<file path="config.mk">
export PLATFORM = sky130hd
export DESIGN_NAME = alu_arb_flat
export DESIGN_NICKNAME = d
export VERILOG_FILES = /design/src/rtl/alu_arb_pkg.sv /design/src/rtl/alu_arb_if.sv /design/src/rtl/alu32.sv /design/src/rtl/alu_arb.sv /design/src/flat_wrapper.sv
export SDC_FILE = /design/constraint.sdc
export NUM_CORES = 1
export LEC_CHECK = 0
export CORE_MARGIN = 4
export CORE_UTILIZATION = 25
export CTS_CLUSTER_SIZE = 12
export DETAILED_ROUTE_END_ITERATION = 12
export PLACE_DENSITY = 0.46
export REMOVE_ABC_BUFFERS = 1
export SLEW_MARGIN = 10
export SYNTH_ARGS = -nofsm -noshare
export SYNTH_HDL_FRONTEND = slang
export SYNTH_SLANG_ARGS = --single-unit
</file>
<file path="constraint.sdc">
create_clock -name clk_i -period 14.2 [get_ports clk_i]
set_clock_uncertainty 0.1 [all_clocks]
set_input_delay 1.42 -clock clk_i [delete_from_list [all_inputs] [get_ports clk_i]]
set_output_delay 1.42 -clock clk_i [all_outputs]
set_load 0.02 [all_outputs]
</file>
<file path="src/rtl/alu_arb_pkg.sv">
// Shared types for the arbitrated ALU: operand width, ALU opcode, request payload
// and the result-slot state.
package alu_arb_pkg;

   localparam int unsigned Xlen = 32;

   typedef enum logic [1:0] {
      AluAdd    = 2'd0,
      AluSleft  = 2'd1,
      AluBranch = 2'd2,
      AluFunct  = 2'd3
   } aluop_e;

   typedef struct packed {
      logic [2:0]      funct3;
      logic [6:0]      funct7;
      logic            itype;
      aluop_e          aluop;
      logic [Xlen-1:0] a;
      logic [Xlen-1:0] b;
   } alu_req_t;

   typedef enum logic {
      StEmpty = 1'b0,
      StFull  = 1'b1
   } state_e;

endpackage

</file>
<file path="src/rtl/alu_arb_if.sv">
// Request/response bus between NumReq requesters and the shared ALU.
//   req_valid_i / req_ready_o : per-requester operation handshake
//   req_i                     : per-requester operation payload
//   rsp_valid_o / rsp_ready_i : per-requester result handshake
//   rsp_res_o / rsp_zero_o    : shared registered result and branch flag
interface alu_arb_if #(
   parameter int unsigned NumReq = 2
);
   import alu_arb_pkg::*;

   logic [NumReq-1:0] req_valid_i;
   logic [NumReq-1:0] req_ready_o;
   alu_req_t          req_i [NumReq];
   logic [NumReq-1:0] rsp_valid_o;
   logic [NumReq-1:0] rsp_ready_i;
   logic [Xlen-1:0]   rsp_res_o;
   logic              rsp_zero_o;

   modport slave (
      input  req_valid_i, req_i, rsp_ready_i,
      output req_ready_o, rsp_valid_o, rsp_res_o, rsp_zero_o
   );

   modport master (
      output req_valid_i, req_i, rsp_ready_i,
      input  req_ready_o, rsp_valid_o, rsp_res_o, rsp_zero_o
   );

endinterface

</file>
<file path="src/rtl/alu32.sv">
// 32-bit combinational ALU.
//   funct3/funct7/itype/aluop : operation select
//   a, b                      : operands (b already holds the immediate for I-type)
//   res_c                     : arithmetic/logic result
//   cond_c                    : branch condition taken
//   legal_c                   : encoding is defined for the selected aluop
module alu32
   import alu_arb_pkg::*;
(
   input  logic [2:0]      funct3,
   input  logic [6:0]      funct7,
   input  logic            itype,
   input  aluop_e          aluop,
   input  logic [Xlen-1:0] a,
   input  logic [Xlen-1:0] b,
   output logic [Xlen-1:0] res_c,
   output logic            cond_c,
   output logic            legal_c
);

   localparam logic [6:0] F7Base = 7'h00;
   localparam logic [6:0] F7Alt  = 7'h20;

   logic [4:0] shamt;
   logic       f7_plain;

   assign shamt    = b[4:0];
   // I-type non-shift ops carry immediate bits in funct7, so it is not checked there
   assign f7_plain = itype || (funct7 == F7Base);

   // Operation decode and evaluation
   always_comb begin
      res_c   = '0;
      cond_c  = 1'b0;
      legal_c = 1'b1;
      case (aluop)
         AluAdd:   res_c = a + b;
         AluSleft: res_c = a << shamt;
         AluBranch: begin
            case (funct3)
               3'd0:    cond_c = (a == b);
               3'd1:    cond_c = (a != b);
               3'd4:    cond_c = ($signed(a) <  $signed(b));
               3'd5:    cond_c = ($signed(a) >= $signed(b));
               3'd6:    cond_c = (a <  b);
               3'd7:    cond_c = (a >= b);
               default: legal_c = 1'b0;
            endcase
         end
         default: begin
            case (funct3)
               3'd0: begin
                  if (f7_plain)               res_c = a + b;
                  else if (funct7 == F7Alt)   res_c = a - b;
                  else                        legal_c = 1'b0;
               end
               3'd1: begin
                  if (funct7 == F7Base)       res_c = a << shamt;
                  else                        legal_c = 1'b0;
               end
               3'd2: begin
                  if (f7_plain)               res_c = Xlen'($signed(a) < $signed(b));
                  else                        legal_c = 1'b0;
               end
               3'd3: begin
                  if (f7_plain)               res_c = Xlen'(a < b);
                  else                        legal_c = 1'b0;
               end
               3'd4: begin
                  if (f7_plain)               res_c = a ^ b;
                  else                        legal_c = 1'b0;
               end
               3'd5: begin
                  if (funct7 == F7Base)       res_c = a >> shamt;
                  else if (funct7 == F7Alt)   res_c = Xlen'($signed(a) >>> shamt);
                  else                        legal_c = 1'b0;
               end
               3'd6: begin
                  if (f7_plain)               res_c = a | b;
                  else                        legal_c = 1'b0;
               end
               default: begin
                  if (f7_plain)               res_c = a & b;
                  else                        legal_c = 1'b0;
               end
            endcase
         end
      endcase
   end

endmodule

</file>
<file path="src/rtl/alu_arb.sv">
// Round-robin arbiter sharing one alu32 between NumReq requesters, with a
// single registered result slot.
//   clk_i, rst_i : clock, asynchronous active-high reset
//   bus          : request/response bus (slave side)
module alu_arb
   import alu_arb_pkg::*;
#(
   parameter int unsigned NumReq = 2
) (
   input  logic     clk_i,
   input  logic     rst_i,
   alu_arb_if.slave bus
);

   localparam int unsigned IdxW = $clog2(NumReq);

   state_e            state_q, state_d;
   logic [IdxW-1:0]   id_q, id_d;
   logic [IdxW-1:0]   ptr_q, ptr_d;
   logic [Xlen-1:0]   res_q, res_d;
   logic              zero_q, zero_d;
   logic [NumReq-1:0] valid_q, valid_d;
   logic [NumReq-1:0] ready_c;
   logic              rsp_fire_c;
   logic              issuable_c;

   logic              gnt_found_c;
   logic [IdxW-1:0]   gnt_idx_c;
   logic [IdxW-1:0]   ptr_nxt_c;
   alu_req_t          sel_c;

   logic [Xlen-1:0]   alu_res_c;
   logic              alu_cond_c;
   logic              alu_legal_c;
   logic [Xlen-1:0]   res_san_c;
   logic              zero_san_c;

   // Round-robin pick: first valid requester at or after ptr_q, wrapping
   always_comb begin
      int unsigned idx;
      int unsigned nxt;
      idx         = 0;
      nxt         = 0;
      gnt_found_c = 1'b0;
      gnt_idx_c   = '0;
      for (int unsigned i = 0; i < NumReq; i++) begin
         idx = 32'(ptr_q) + i;
         if (idx >= NumReq) idx = idx - NumReq;
         if (!gnt_found_c && bus.req_valid_i[IdxW'(idx)]) begin
            gnt_found_c = 1'b1;
            gnt_idx_c   = IdxW'(idx);
         end
      end
      nxt = 32'(gnt_idx_c) + 1;
      if (nxt >= NumReq) nxt = 0;
      ptr_nxt_c = IdxW'(nxt);
   end

   assign sel_c = bus.req_i[gnt_idx_c];

   alu32 u_alu (
      .funct3  (sel_c.funct3),
      .funct7  (sel_c.funct7),
      .itype   (sel_c.itype),
      .aluop   (sel_c.aluop),
      .a       (sel_c.a),
      .b       (sel_c.b),
      .res_c   (alu_res_c),
      .cond_c  (alu_cond_c),
      .legal_c (alu_legal_c)
   );

   // Branches only produce a flag, everything else only a result; undefined encodings give 0
   assign res_san_c  = ((sel_c.aluop == AluBranch) || !alu_legal_c) ? '0 : alu_res_c;
   assign zero_san_c = (sel_c.aluop == AluBranch) && alu_legal_c && alu_cond_c;

   // Slot FSM: next state, grant and captured result
   always_comb begin
      state_d    = state_q;
      id_d       = id_q;
      ptr_d      = ptr_q;
      res_d      = res_q;
      zero_d     = zero_q;
      ready_c    = '0;
      rsp_fire_c = 1'b0;
      issuable_c = 1'b0;
      case (state_q)
         StEmpty: issuable_c = 1'b1;
         StFull: begin
            rsp_fire_c = bus.rsp_ready_i[id_q];
            issuable_c = rsp_fire_c;
            if (rsp_fire_c) state_d = StEmpty;
         end
         default: state_d = StEmpty;
      endcase
      // No grant is offered while reset is held
      if (issuable_c && gnt_found_c && !rst_i) begin
         ready_c[gnt_idx_c] = 1'b1;
         state_d            = StFull;
         id_d               = gnt_idx_c;
         ptr_d              = ptr_nxt_c;
         res_d              = res_san_c;
         zero_d             = zero_san_c;
      end
      valid_d = (state_d == StFull) ? (NumReq'(1) << id_d) : '0;
   end

   // State and result registers
   always_ff @(posedge clk_i or posedge rst_i) begin
      if (rst_i) begin
         state_q <= StEmpty;
         id_q    <= '0;
         ptr_q   <= '0;
         res_q   <= '0;
         zero_q  <= 1'b0;
         valid_q <= '0;
      end else begin
         state_q <= state_d;
         id_q    <= id_d;
         ptr_q   <= ptr_d;
         res_q   <= res_d;
         zero_q  <= zero_d;
         valid_q <= valid_d;
      end
   end

   assign bus.req_ready_o = ready_c;
   assign bus.rsp_valid_o = valid_q;
   assign bus.rsp_res_o   = res_q;
   assign bus.rsp_zero_o  = zero_q;

endmodule

</file>
<file path="src/flat_wrapper.sv">
// flat-port wrapper written by rule: the top's interface ports become plain ports
module alu_arb_flat import alu_arb_pkg::*;
#(
   parameter int unsigned NumReq = 2
)
  (clk_i, rst_i, bus_req_valid_i, bus_req_i, bus_rsp_ready_i, bus_req_ready_o, bus_rsp_valid_o, bus_rsp_res_o, bus_rsp_zero_o);
  alu_arb_if #(.NumReq(NumReq)) bus_i ();
  input  logic clk_i;
  input  logic rst_i;
  input wire logic [$bits(bus_i.req_valid_i)-1:0] bus_req_valid_i;
  input wire logic [$bits(bus_i.req_i)-1:0] bus_req_i;
  input wire logic [$bits(bus_i.rsp_ready_i)-1:0] bus_rsp_ready_i;
  output wire logic [$bits(bus_i.req_ready_o)-1:0] bus_req_ready_o;
  output wire logic [$bits(bus_i.rsp_valid_o)-1:0] bus_rsp_valid_o;
  output wire logic [$bits(bus_i.rsp_res_o)-1:0] bus_rsp_res_o;
  output wire logic [$bits(bus_i.rsp_zero_o)-1:0] bus_rsp_zero_o;
  assign bus_i.req_valid_i = bus_req_valid_i;
  assign bus_i.req_i = {>>{bus_req_i}};
  assign bus_i.rsp_ready_i = bus_rsp_ready_i;
  assign bus_req_ready_o = bus_i.req_ready_o;
  assign bus_rsp_valid_o = bus_i.rsp_valid_o;
  assign bus_rsp_res_o = bus_i.rsp_res_o;
  assign bus_rsp_zero_o = bus_i.rsp_zero_o;
  alu_arb #(.NumReq(NumReq)) u_core (.clk_i(clk_i), .rst_i(rst_i), .bus(bus_i));
endmodule
</file>
==> reports/metrics.csv <==
metric,value,unit
Setup-failing EPs final,0,
CTS root buffer,clkbuf_16,
Crit Path Category,in -> reg,
Setup crit start,bus_req_valid_i[0],
total chip power,0.00179,W
Antenna Violating Nets Remaining,0,
worst-margin pin slew,1240,ps
Vias per Instance,6.19,
RSZ-0062 raised after global routing,false,
crit path time final,7600,ps
final hold vios,0,
largest net degree at the start of global routing,87,
Layout area overhead,19.1,%
Nets,2664,
worst hold endpoint,u_core.state_q,
Antenna diodes,0,
Core ar.,58900,µm²
Worst-path clk slew,70,ps
asr flop ratio synth,1.00,
leak pwr,7.19,nW
CTS Buf Count,5,
vias in the first global route,18791,
Final Max Slew Viols,0,
cell taking the most area after synthesis,nand2_1,
HPWL Detailed,69.7,mm
Post-Route WL,91.4,mm
Placement Setup Slack,6570,ps
Initial Utilization,0.252,
Clock Path Buffers,2,
row cnt,89,
pwr/cell area,101,nW/µm²
gr ovfl total,0,
die area,63400,µm²
Critical Path Start Type,primary input,
worst hold start,u_core.state_q,
synth unique cells,85,
cells after synthesis,2338,
"reg-to-reg slack, setup",7820,ps
synthesis-stage register bit count,38,
Finished Core Util,0.300,
post-cts gate resize count,0,
Residual DRC,0,
first-pass GRT wire length,132,mm
peak supply drop,0.0467,mV
worst rel slew slack,0.171,
WP data arrival,7710,ps
Pre-antenna DRT Iters,8,
max_cap viols,0,
Critical Path Max Stage Delay,640,ps
DR vias,19628,
Yosys warning count,0,
prevailing post-synth register cell,dfrtp_1,
status,completed,
"Seq/Total Area, Yosys",0.0640,
crit-path max FO,43,
Die Ht,252,µm
Final GP Congestion,0.985,
Crit. End Element,flip-flop,
CTS Hold Bufs,0,
area share of the leading cell type in the synthesized netlist,0.0915,
setup ws final,6600,ps
setup TNS,0,ps
clock sink total,38,
CTS H-tree lvls,2,
Reg-to-Reg End,u_core.bus.rsp_res_o[30],
CTS tree,built,
worst-skew pair later-pin latency,330,ps
Post-Syn Area,14900,µm²
Hold Path Class,reg -> reg,
WHS Path Cells,2,
FF-to-FF path depth,18,
drt wl/cell,28.8,µm
initial antenna violation count,2,
"commonest non-fill, non-tap cell in the layout",nand2_1,
"slowest stage cell, crit path",nand3_1,
DR iter-0 viols,2438,
period utilization,0.535,
syn_area_per_cell,6.35,µm²
I/O pin total,197,
Worst R2R Start,u_core.ptr_q,
layout cell share with drive strength beyond 1,0.0629,
Port-buffer cells,196,
number of synthesized flops with an enable pin,0,
fmax,132,MHz
GRT Total Usage,0.274,
die extent in x,252,µm
worst-path cell chain,"clkdlybuf4s50_1, nand2b_1, buf_4, nand3_1, nand2_2, buf_4, ha_1, inv_1, fa_1, o21bai_1, a21oi_1, o31a_1, o31ai_1, o31ai_1, o21a_1, o211ai_1, mux2i_1, nor2_1, a311o_1",
dominant cells by area after synthesis,"nand2_1 (9.1%), a21oi_1 (8.8%), ha_1 (8.7%)",
"commonest cells after routing, fill and taps aside","nand2_1 (360), a21oi_1 (261), clkdlybuf4s50_1 (194)",
WP data required,14310,ps
Post-CTS Setup Repair Bufs,0,
[per-layer routing]
layer	up-vias	wire length, µm	track usage	part of all wire
met2	1181	39200	0.421	0.43
li1	8752	-	-	-
met4	2	6400	0.156	0.070
met1	9500	37400	0.363	0.41
met5	-	17	0	0.00019
met3	193	8390	0.0467	0.092
[cell families (layout without fill, tap and decap cells)]
| logic type | count (synthesis) | after routing | share of synthesized area |
|---|---|---|---|
| AOI/OAI and AO/OA | 861 | 861 | 0.380 |
| xor gates and xnor gates | 45 | 45 | 0.0265 |
| adders and majority gates | 105 | 105 | 0.0895 |
| buffers and inverters | 291 | 353 | 0.0765 |
| DFF | 38 | 38 | 0.0640 |
| muxes | 132 | 132 | 0.0987 |
| and+or+nand+nor | 866 | 866 | 0.265 |
[critical path, delay by kind of cell]
family	cells	cell delay [ps]
AO/OA/AOI/OAI	8	2440
buffers and inverters	4	1380
AND/OR/NAND/NOR	4	1340
adder cells (fa/ha/maj)	2	810
multiplexers	1	260
[worst max-delay path by stage]
| stage | to | slack, ps | depth (start not counted) |
|---|---|---|---|
| 2_1_floorplan | u_core.bus.rsp_res_o[19] | 3150 | 14 |
| 3_3_place_gp | u_core.bus.rsp_res_o[30] | 6830 | 19 |
| 3_5_place_dp | u_core.bus.rsp_res_o[30] | 6570 | 19 |
| 4_1_cts | u_core.bus.rsp_res_o[30] | 6900 | 19 |
| 5_1_grt | u_core.bus.rsp_res_o[30] | 6370 | 19 |
| 6_report | u_core.bus.rsp_res_o[30] | 6600 | 19 |
[registers in the layout, summed over array words and instances (netlist names)]
signal and flops:
u_core.id_q 1, u_core.state_q 1, u_core.bus.rsp_res_o 32, u_core.ptr_q 1, u_core.bus.rsp_zero_o 1, u_core.bus.rsp_valid_o 2
[area by class of cell]
cell class / instances / area, µm²
Clock inverter: 2 / 60.1
Inverter: 99 / 372
Multi-Input combinational cell: 2009 / 12900
Timing Repair Buffer: 246 / 2340
Fill cell: 6544 / 41200
Tap cell: 773 / 967
Clock buffer: 6 / 139
Sequential cell: 38 / 951
[cells in the mapped netlist (9+ instances only)]
| cell type | n |
|---|---|
| nand2_1 | 362 |
| a21oi_1 | 261 |
| nor2_1 | 149 |
| nand3_1 | 145 |
| o21ai_0 | 135 |
| clkbuf_1 | 113 |
| ha_1 | 103 |
| inv_1 | 89 |
| mux2i_1 | 88 |
| o211ai_1 | 57 |
| a211oi_1 | 49 |
| nor2b_1 | 48 |
| nor3_1 | 47 |
| buf_1 | 44 |
| dfrtp_1 | 38 |
| a31oi_1 | 37 |
| mux2_2 | 36 |
| xnor2_1 | 36 |
| buf_2 | 35 |
| o21ai_1 | 35 |
| a21o_1 | 29 |
| o221ai_1 | 24 |
| and3_1 | 23 |
| a221oi_1 | 21 |
| o31ai_1 | 19 |
| nor4_1 | 17 |
| o21bai_1 | 17 |
| o21a_1 | 15 |
| o22ai_1 | 15 |
| nand2b_1 | 14 |
| a22oi_1 | 13 |
| and2_1 | 12 |
| inv_2 | 10 |
| nand4_1 | 10 |
| o211a_1 | 10 |
| a2111oi_0 | 9 |
| a211o_1 | 9 |
| or2_2 | 9 |
| xor2_1 | 9 |
[power breakdown]
group          leakage, nW  switching, W  internal, W  total [W]
Combinational         6.61      0.000940     0.000491    0.00143
Clock               0.0971     0.0000688     0.000106   0.000175
Sequential           0.490     0.0000424     0.000143   0.000185
Total                 7.19       0.00105     0.000740    0.00179
[metrics by stage]
stage | instance area, µm² | std cells | hold slack (ps)
after floorplan | 14100 | 2146 | 370
after global placement | 17500 | 3165 | 394
after detailed placement | 17500 | 3165 | 396
after CTS | 17700 | 3173 | 415
after global routing | 17700 | 3173 | 433
final | 17700 | 3173 | 410
Note: power is estimated with default switching activity, not from simulation.
